**config.mk**
```make
export PLATFORM = sky130hd
export DESIGN_NAME = sram_arbiter
export DESIGN_NICKNAME = d
export VERILOG_FILES = /design/src/rtl/sram_arbiter.sv
export SDC_FILE = /design/constraint.sdc
export NUM_CORES = 1
export LEC_CHECK = 0
export ABC_AREA = 1
export CORE_UTILIZATION = 36
export CTS_BUF_LIST = sky130_fd_sc_hd__clkbuf_8 sky130_fd_sc_hd__clkbuf_16
export DETAILED_ROUTE_END_ITERATION = 10
export HOLD_SLACK_MARGIN = 0.08
export PLACE_DENSITY = 0.79
export SLEW_MARGIN = 20
export SYNTH_ARGS = -nofsm -noshare
export SYNTH_HDL_FRONTEND = slang
export SYNTH_SLANG_ARGS = --single-unit
export TNS_END_PERCENT = 100
```
**constraint.sdc**
```tcl
create_clock -name clk -period 1.7 [get_ports clk]
set_input_delay 0.425 -clock clk [delete_from_list [all_inputs] [get_ports clk]]
set_output_delay 0.425 -clock clk [all_outputs]
set_load 0.01 [all_outputs]
```
**src/rtl/sram_arbiter.sv**
```systemverilog
// Two-master arbiter sharing one SRAM-like port between instruction fetch and load/store.
// Data wins by default; a bounded streak counter keeps fetches from starving.
module sram_arbiter #(
  parameter int STARVE_LIMIT = 4
) (
  input  logic        clk,
  input  logic        rst,
  input  logic        flush,

  input  logic        inst_req,
  input  logic [31:0] inst_addr,
  output logic        inst_addr_ok,
  output logic        inst_data_ok,
  output logic [31:0] inst_rdata,

  input  logic        data_req,
  input  logic        data_wr,
  input  logic [3:0]  data_wstrb,
  input  logic [31:0] data_addr,
  input  logic [31:0] data_wdata,
  output logic        data_addr_ok,
  output logic        data_data_ok,
  output logic [31:0] data_rdata,

  output logic        mem_req,
  output logic        mem_wr,
  output logic [3:0]  mem_wstrb,
  output logic [31:0] mem_addr,
  output logic [31:0] mem_wdata,
  input  logic        mem_addr_ok,
  input  logic        mem_data_ok,
  input  logic [31:0] mem_rdata,

  output logic        busy
);

  localparam int StreakW = $clog2(STARVE_LIMIT + 2);
  localparam logic [StreakW-1:0] StreakMax = StreakW'(STARVE_LIMIT);

  typedef enum logic [1:0] {
    IDLE,
    ADDR,
    DATA
  } arbStateT;

  arbStateT state;
  arbStateT nextState;

  logic               ownerInst;
  logic               latWr;
  logic [3:0]         latWstrb;
  logic [31:0]        latAddr;
  logic [31:0]        latWdata;
  logic [StreakW-1:0] streak;
  logic               cancel;

  logic starved;
  logic grantData;
  logic grantInst;
  logic instDataOk;
  logic dataDataOk;

  // Once the fetch has watched STARVE_LIMIT data grants go by, it takes the next slot.
  assign starved   = inst_req && (streak == StreakMax);
  assign grantData = data_req && !starved;
  assign grantInst = inst_req && !grantData;

  always_ff @(posedge clk or negedge rst) begin
    if (!rst) begin
      state <= IDLE;
    end else begin
      state <= nextState;
    end
  end

  always_comb begin
    nextState = state;
    case (state)
      IDLE: if (grantData || grantInst) nextState = ADDR;
      ADDR: if (mem_addr_ok)            nextState = DATA;
      DATA: if (mem_data_ok)            nextState = IDLE;
      default:                          nextState = IDLE;
    endcase
  end

  // Request fields are captured at grant so later requester changes cannot leak in.
  always_ff @(posedge clk or negedge rst) begin
    if (!rst) begin
      ownerInst <= 1'b0;
      latWr     <= 1'b0;
      latWstrb  <= 4'b0000;
      latAddr   <= 32'h0;
      latWdata  <= 32'h0;
      streak    <= '0;
      cancel    <= 1'b0;
    end else begin
      if (state == IDLE) begin
        cancel <= 1'b0;
        if (grantData) begin
          ownerInst <= 1'b0;
          latWr     <= data_wr;
          latWstrb  <= data_wstrb;
          latAddr   <= data_addr;
          latWdata  <= data_wdata;
          if (!inst_req) begin
            streak <= '0;
          end else if (streak != StreakMax) begin
            streak <= streak + StreakW'(1);
          end
        end else if (grantInst) begin
          ownerInst <= 1'b1;
          latWr     <= 1'b0;
          latWstrb  <= 4'b0000;
          latAddr   <= inst_addr;
          latWdata  <= 32'h0;
          streak    <= '0;
        end
      end else if (flush && ownerInst) begin
        cancel <= 1'b1;
      end
    end
  end

  // A flush in the completing cycle itself also suppresses the fetch response.
  assign instDataOk = (state == DATA) && ownerInst && mem_data_ok && !cancel && !flush;
  assign dataDataOk = (state == DATA) && !ownerInst && mem_data_ok;

  always_comb begin
    mem_req      = 1'b0;
    inst_addr_ok = 1'b0;
    data_addr_ok = 1'b0;
    inst_data_ok = 1'b0;
    data_data_ok = 1'b0;
    inst_rdata   = 32'h0;
    data_rdata   = 32'h0;
    busy         = (state != IDLE);
    case (state)
      ADDR: begin
        mem_req      = 1'b1;
        inst_addr_ok = ownerInst && mem_addr_ok;
        data_addr_ok = !ownerInst && mem_addr_ok;
      end
      DATA: begin
        inst_data_ok = instDataOk;
        data_data_ok = dataDataOk;
        inst_rdata   = instDataOk ? mem_rdata : 32'h0;
        data_rdata   = dataDataOk ? mem_rdata : 32'h0;
      end
      default: ;
    endcase
  end

  assign mem_wr    = latWr;
  assign mem_wstrb = latWstrb;
  assign mem_addr  = latAddr;
  assign mem_wdata = latWdata;

endmodule
```
Word level (Yosys, flattened, before mapping)
Cells that the tools add are included.

operators by class
  eq/ne operators = 8
  add/subtract/negate cells = 1
  reduce and logical (&&, ||, !) cells = 25
  shifts and indexed selects = 0
  divide/modulo/power cells = 0
  order comparisons = 0
  mux-type cells = 29
  bitwise logic cells = 0
  $mul = 0

operator list
  operator             number
  $mux 32              8
  $logic_and 1x1->1    12
  $mux 3               4
  $mux 1               11
  $mux 4               2
  $mux 2               3
  $ne 2x2->1 const B   3
  $pmux 2 s3           1
  $reduce_and 3->1     2
  $reduce_bool 2->1    3
  $logic_not 1->1      5
  $add 3x1->3 const B  1
  $eq 3x3->1 const B   1
  $ne 3x2->1 const B   1
  $ne 3x3->1 const B   1
  $eq 2x1->1 const B   1
  $eq 2x2->1 const B   1
  $logic_not 2->1      1
  $reduce_and 2->1     1
  $logic_or 1x1->1     1

word-level totals
  latch bits = 0
  ROM bits = 0
  RAM bits = 0
  output and inout port bits = 139
  logic and storage cells = 71
  register bits after elaboration = 76
  memories = 0

Logic depth before layout (Yosys ltp)
Gate-level depths: netlist (run 1).

  depth after elaboration = 9
  mapped depth = 9
  gate-level depth less buffers = 7

Worst setup path before layout (run 1)
No wires, ideal clock.

  path type = in2out
  start point = input flush
  end point = output inst_rdata[10]
  buffers on the path = 1
  required time = 1.275 ns
  arrival = 1.242 ns
  stages = 6
  setup slack = 0.033 ns
  cell sequence = nor2_1 nand2_1 nor2_1 inv_1 buf_2 nor2_1

on the way
  word-level cells in the longest chain between the ends = 4

ends and longest elaborated chain
  what                line  text
  start: declaration  8     input logic flush,
  $logic_not 1->1     125   assign instDataOk = (state == DATA) && ownerInst && mem_data_ok && !cancel && !flush;
  $logic_and 1x1->1   125
  $mux 32             146   inst_rdata = instDataOk ? mem_rdata : 32'h0;
  $mux 32             137   case (state)
  end: declaration    14    output logic [31:0] inst_rdata,

Every way passes these cells.

Worst setup path after layout (run 1)
  start point = register ownerInst
  end point = output data_rdata[2]

on the way
  word-level cells in the longest chain between the ends = 5

ends and longest elaborated chain
  what                            line  text
  start: declaration              49    logic ownerInst;
  start signal: assignment        89    ownerInst <= 1'b0;
  start signal: assignment        100   ownerInst <= 1'b0;
  start signal: assignment        111   ownerInst <= 1'b1;
  $logic_not 1->1                 126   assign dataDataOk = (state == DATA) && !ownerInst && mem_data_ok;
  $logic_and 1x1->1 (2 in a row)  126
  $mux 32                         147   data_rdata = dataDataOk ? mem_rdata : 32'h0;
  $mux 32                         137
  end: declaration                23    output logic [31:0] data_rdata,

Every way passes these cells.

==> results of run 1 <==
-- cells in the final DEF, fill, tap and decap left out, drive strengths merged --
cell type	synthesis	routed
nand2	219	219
clkdlybuf4s50	0	148
buf	22	121
inv	106	106
dfrtp	76	76
nor2	74	74
nand3	67	67
dlymetal6s2s	0	55
clkbuf	9	11
nand4	4	4
dlygate4sd2	0	4
o21ai	3	3
ha	2	2
clkinv	0	2
clkinvlp	0	2
o31ai	1	1
a21oi	1	1
nor3	1	1
-- where the power goes --
group          internal [mW]  switching, mW  leakage (nW)
Sequential              2.63          0.439         0.952
Clock                  0.597          0.625        0.0872
Combinational           2.63           2.52          3.70
-- area by class of cell --
class,count,area (um^2),area share
repair buffers,328,3251,0.4252
flip-flops and latches,76,1902,0.2488
multi-input cells,372,1740,0.2277
inverters,106,400.4,0.05237
well taps,140,175.2,0.02291
clock buffers,11,151.4,0.01980
clock inverters,4,25.02,0.003273
-- routing by layer --
layer | wire length [um] | share of wire | up-vias
met5 | 0 | 0 | -
met4 | 274 | 0.018 | 0
met3 | 1125 | 0.075 | 24
met2 | 7474 | 0.50 | 235
met1 | 6095 | 0.41 | 2236
li1 | - | - | 2338
-- metrics by stage --
| step | instances | instance area [um^2] | TNS [ns] | utilization | power (mW) |
|---|---|---|---|---|---|
| floorplan | 585 | 3998 | 0 | - | 5.160 |
| global placement | 1000 | 7091 | -45.96 | 0.6541 | 7.951 |
| detailed placement | 1000 | 7091 | -49.96 | 0.6541 | 8.082 |
| CTS | 1033 | 7289 | -20.78 | 0.6724 | 9.518 |
| global route | 1037 | 7645 | -29.07 | 0.7052 | 10.11 |
| finish | 1037 | 7645 | -23.21 | 0.7052 | 9.440 |
-- critical path, cell delays in order (launching register included) --
cell	delay, ns
dfrtp_1	0.38
inv_1	0.09
nand4_1	0.22
buf_6	0.21
buf_8	0.13
buf_6	0.13
nor2_1	0.08
buf_2	0.13
-- cell families (layout without fill, tap and decap cells) --
group	Yosys count	after routing	share of synthesized area
compound gates	5	5	0.006884
simple gates	365	365	0.3703
buf+inv	137	449	0.1408
fa+ha+maj	2	2	0.006259
flops	76	76	0.4757
-- registers in the layout, summed over array words and instances, names as in the netlist --
signal     cells
cancel         1
mem_addr      32
mem_wdata     32
mem_wr         1
mem_wstrb      4
ownerInst      1
state          2
streak         3
-- cells in the mapped netlist, drive strengths merged --
| cell type | n |
|---|---|
| nand2 | 219 |
| inv | 106 |
| dfrtp | 76 |
| nor2 | 74 |
| nand3 | 67 |
| buf | 22 |
| clkbuf | 9 |
| nand4 | 4 |
| o21ai | 3 |
| ha | 2 |
| a21oi | 1 |
| nor3 | 1 |
| o31ai | 1 |
-- what timing repair did --
item,4_1_cts,5_1_grt
gates cloned,5,0
pin swaps,9,9
setup buffers,14,4
resized for setup,344,98
endpoints found under the setup margin,72,124
-- worst max path at each step --
| stage | depth (start not counted) | endpoint | slack [ns] |
|---|---|---|---|
| finish | 7 | data_rdata[2] | -0.43 |
| global route | 8 | inst_rdata[15] | -0.52 |
| CTS | 7 | data_rdata[22] | -0.38 |
| detailed placement | 7 | inst_rdata[17] | -0.86 |
| global placement | 7 | inst_rdata[6] | -0.75 |
| floorplan | 6 | inst_rdata[10] | 0.03 |
==> impl_metrics.json, run 1 <==
{
  "grt.busiest_layer": "met2",
  "clock_path_buffers": 2,
  "rows": 38,
  "portBuffers": 278,
  "die_area_um2": 11530,
  "coreArea_um2": 10840,
  "start_kind": "register",
  "initialDrtViolationCount": 379,
  "worstSetupEndpointType": "output pin",
  "nFillCells": 850,
  "rsz0062_at_grt": "true",
  "die_h_um": 107.4,
  "grt_pass1_wl_mm": 22.23,
  "hpwl_mm": 10.37,
  "route.detailed.drc": 0,
  "required_ns": 1.27,
  "synth_area_per_cell_um2": 6.833,
  "drt_pass1_iterations": 5,
  "dp_slack_ns": -0.8600,
  "grt.met3_usage": 0.05508,
  "grt_usage": 0.2463,
  "crit_arrival_ns": 1.70,
  "yosysWarnings": 0,
  "synth_top_area_cell": "dfrtp_1",
  "slew_headroom": 0.7344,
  "worst_hold_slack_ns": 0.09687,
  "cts_hold_buffers": 0,
  "cts_htree_levels": 3,
  "fin_worst_skew_ns": 0.01155,
  "hold_viol_final": 0,
  "io_pins": 279,
  "rr_worst_depth": 8,
  "path_clk_slew_ns": 0.08,
  "root_buffer": "clkbuf_8",
  "vias": 4833,
  "antenna_found_initial": 0,
  "viasPerCell": 4.661,
  "synth_nets": 727,
  "die_w_um": 107.4,
  "max_freq_mhz": 470.5,
  "synth_cell_types": 19,
  "setup_viol": 69,
  "grt_pass1_vias": 4667,
  "cts_tree": "yes",
  "gr-total-overflow": 0,
  "areaGrowthSynthToFinish_pct": 91.24,
  "insertion_delay_ns": 0.33,
  "path_class": "register to output pin",
  "cts_made_buffers": 9,
  "synth-seq-cells": 76,
  "ys_top_cells_by_area": "dfrtp_1 48%, nand2_1 20%, inv_1 9.8%",
  "status": "finished with violations",
  "antenna_cells": 0,
  "startpoint": "ownerInst",
  "r2r-start": "state[1]",
  "worstMarginPinSlew_ns": 0.3984,
  "grt_use_met1": 0.3111,
  "seq_area_frac_synth": 0.4757,
  "cp_max_fo": 7,
  "grtUsageMet2": 0.4101,
  "rr_endpoint": "mem_wdata[5]",
  "leakagePower_nw": 4.737,
  "violations": "setup timing",
  "ant_nets": 0,
  "globalplace.congestion": 0.8122,
  "drv_cap": 0,
  "start_util": 0.3688,
  "routed_wl_mm": 14.97,
  "clkSinkCount": 76,
  "final.min_clock_period_ns": 2.126,
  "synthesis.instances": 585,
  "drive_gt1_frac": 0.2107,
  "hp-class": "input port to async pin",
  "synth_top_area_share": 0.4757,
  "peakVddDrop_uv": 694.0,
  "nets": 1035,
  "layout_setup_ws_ns": -0.4256,
  "reg2reg_slack_ns": 0.21,
  "wl_per_cell_um": 14.43,
  "grt_max_degree": 77,
  "drv_slew": 0,
  "post-route-period-util": 1.250,
  "p_per_area_nw_per_um2": 1235,
  "syn_area_um2": 3998
}
Note: power is estimated with default switching activity, not from simulation.
==> run 2, diff against run 1 <==
--- a/config.mk
+++ b/config.mk
@@ -8,6 +8,7 @@
 export ABC_AREA = 1
 export CORE_UTILIZATION = 36
 export CTS_BUF_LIST = sky130_fd_sc_hd__clkbuf_8 sky130_fd_sc_hd__clkbuf_16
+export CTS_CLUSTER_DIAMETER = 150
 export DETAILED_ROUTE_END_ITERATION = 10
 export HOLD_SLACK_MARGIN = 0.08
 export PLACE_DENSITY = 0.79
==> results of run 2 <==
No change in the layout: final DEF, timing and power equal those of run 1.
==> run 3, diff against run 2 <==
==> constraint.sdc (replaced) <==
create_clock -name clk -period 1.7 [get_ports clk]
set_input_delay 0.255 -clock clk [delete_from_list [all_inputs] [get_ports clk]]
set_output_delay 0.255 -clock clk [all_outputs]
set_load 0.01 [all_outputs]
==> impl_metrics.json, run 3 (same netlist as run 1, synthesis figures left out) <==
{
  "power_mw": 9.750,
  "portBuffers": 278,
  "die_h_um": 107.4,
  "grt_pass1_vias": 4555,
  "clock_path_buffers": 2,
  "sw_frac_of_total": 0.3688,
  "path_class": "register to output pin",
  "required_ns": 1.44,
  "cts_made_buffers": 9,
  "areaGrowthSynthToFinish_pct": 90.52,
  "final.min_clock_period_ns": 2.002,
  "rr_endpoint": "mem_wdata[9]",
  "wl_per_cell_um": 14.50,
  "leakagePower_nw": 4.044,
  "coreArea_um2": 10840,
  "viasPerCell": 4.617,
  "post-route-period-util": 1.177,
  "r2r-start": "state[1]",
  "peakVddDrop_uv": 736.3,
  "cts_htree_levels": 3,
  "grt.met3_usage": 0.04843,
  "worstMarginPinSlew_ns": 0.5064,
  "die_area_um2": 11530,
  "drv_slew": 0,
  "root_buffer": "clkbuf_8",
  "die_w_um": 107.4,
  "reg2reg_slack_ns": 0.16,
  "setup-tns-final_ns": -14.14,
  "clkSinkCount": 76,
  "antenna_cells": 0,
  "io_pins": 279,
  "setup_viol": 66,
  "final_cell_mix": "216 x nand2_1, 207 x clkdlybuf4s50_1, 102 x inv_1, 76 x dfrtp_1, 66 x nand3_1",
  "start_util": 0.3688,
  "p_seq_frac": 0.318,
  "rows": 38,
  "grt_pass1_wl_mm": 22.00,
  "grt_max_degree": 41,
  "cts_tree": "yes",
  "status": "finished with violations",
  "cp_max_fo": 8,
  "layout_setup_ws_ns": -0.3017,
  "fin_area_um2": 7616,
  "combPwrFrac": 0.530,
  "start_kind": "register",
  "drv_cap": 0,
  "violations": "setup timing",
  "grt_usage": 0.2423,
  "grt.busiest_layer": "met2",
  "dp_slack_ns": -0.4617,
  "hp-class": "input port to async pin",
  "layout_commonest_cell": "nand2_1",
  "ant_nets": 0,
  "worst_hold_slack_ns": 0.4402,
  "cp_cell_sequence": "inv_2 -> buf_4 -> nand3_1 -> nor2_2 -> inv_4 -> clkbuf_16 -> nor2_1 -> buf_2",
  "rr_worst_depth": 8,
  "dpl-instance-area_um2": 7051,
  "gr-total-overflow": 0,
  "worstSetupEndpointType": "output pin",
  "fin_util": 0.7026,
  "cp_slowest_cell": "dfrtp_1",
  "crit_arrival_ns": 1.75,
  "globalplace.congestion": 0.8364,
  "vias": 4779,
  "max_freq_mhz": 499.6,
  "antenna_found_initial": 0,
  "initialDrtViolationCount": 379,
  "critPathMaxStageDelay_ns": 0.40,
  "drt_pass1_iterations": 6,
  "p_per_area_nw_per_um2": 1280,
  "final_cells": 1035,
  "insertion_delay_ns": 0.34,
  "fin_worst_skew_ns": 0.01392,
  "power.internal_mw": 6.154,
  "clockPowerShare": 0.152,
  "drive_gt1_frac": 0.2201,
  "path_clk_slew_ns": 0.08,
  "grt_use_met1": 0.3056,
  "dp_cells": 998,
  "slew_headroom": 0.6624,
  "hold_viol_final": 0,
  "rsz0062_at_grt": "true",
  "hpwl_mm": 10.57,
  "nets": 1032,
  "grtUsageMet2": 0.4111,
  "nFillCells": 847,
  "route.detailed.drc": 0,
  "routed_wl_mm": 15.00,
  "p_switching_mw": 3.596
}
## run 3: timing repair
item,CTS,global route
endpoints found under the hold margin,39,0
cloned,4,1
endpoints found under the setup margin,70,69
resized for setup,329,75
pin swaps,7,5
hold buffers,1,0
buffers inserted,12,3
## run 3: power by group through the flow
stage               combinational, mW  sequential, mW  clock [mW]
finish                           5.17            3.10        1.48
global route                     5.62            3.19        1.61
CTS                              5.04            3.09        1.52
detailed placement               4.92            3.10           0
global placement                 4.81            3.09           0
floorplan                        1.73            3.43           0
## run 3: how the worst max path moves through the flow
stage	startpoint	to	slack (ns)	depth (start not counted)
global route	state[0]	inst_rdata[3]	-0.38	8
global placement	mem_data_ok	inst_rdata[6]	-0.42	7
CTS	state[0]	data_rdata[29]	-0.22	7
detailed placement	mem_data_ok	inst_rdata[11]	-0.46	7
floorplan	state[0]	inst_rdata[10]	0.22	6
finish	state[0]	inst_rdata[3]	-0.30	8
## run 3: layout make-up
cell class                 count  area (um^2)  share of cell area
tap                          140        175.2             0.02300
timing repair buffer         325         3118              0.4094
clock buffer                  10        137.6             0.01807
clock inverter                 6        80.08             0.01051
multi-input combinational    372         1803              0.2367
sequential                    76         1902              0.2497
inverter                     106        400.4             0.05257
## run 3: worst max-delay path: cells and delay by family (launching register included)
kind	cells	cell delay, ns
buf+inv	5	0.63
flops	1	0.40
simple gates	3	0.38
## run 3: per-layer routing
layer / vias to the layer above / wire length, um
li1: 2328 / -
met1: 2233 / 6106
met2: 188 / 7601
met3: 30 / 950
met4: 0 / 345
met5: - / 0
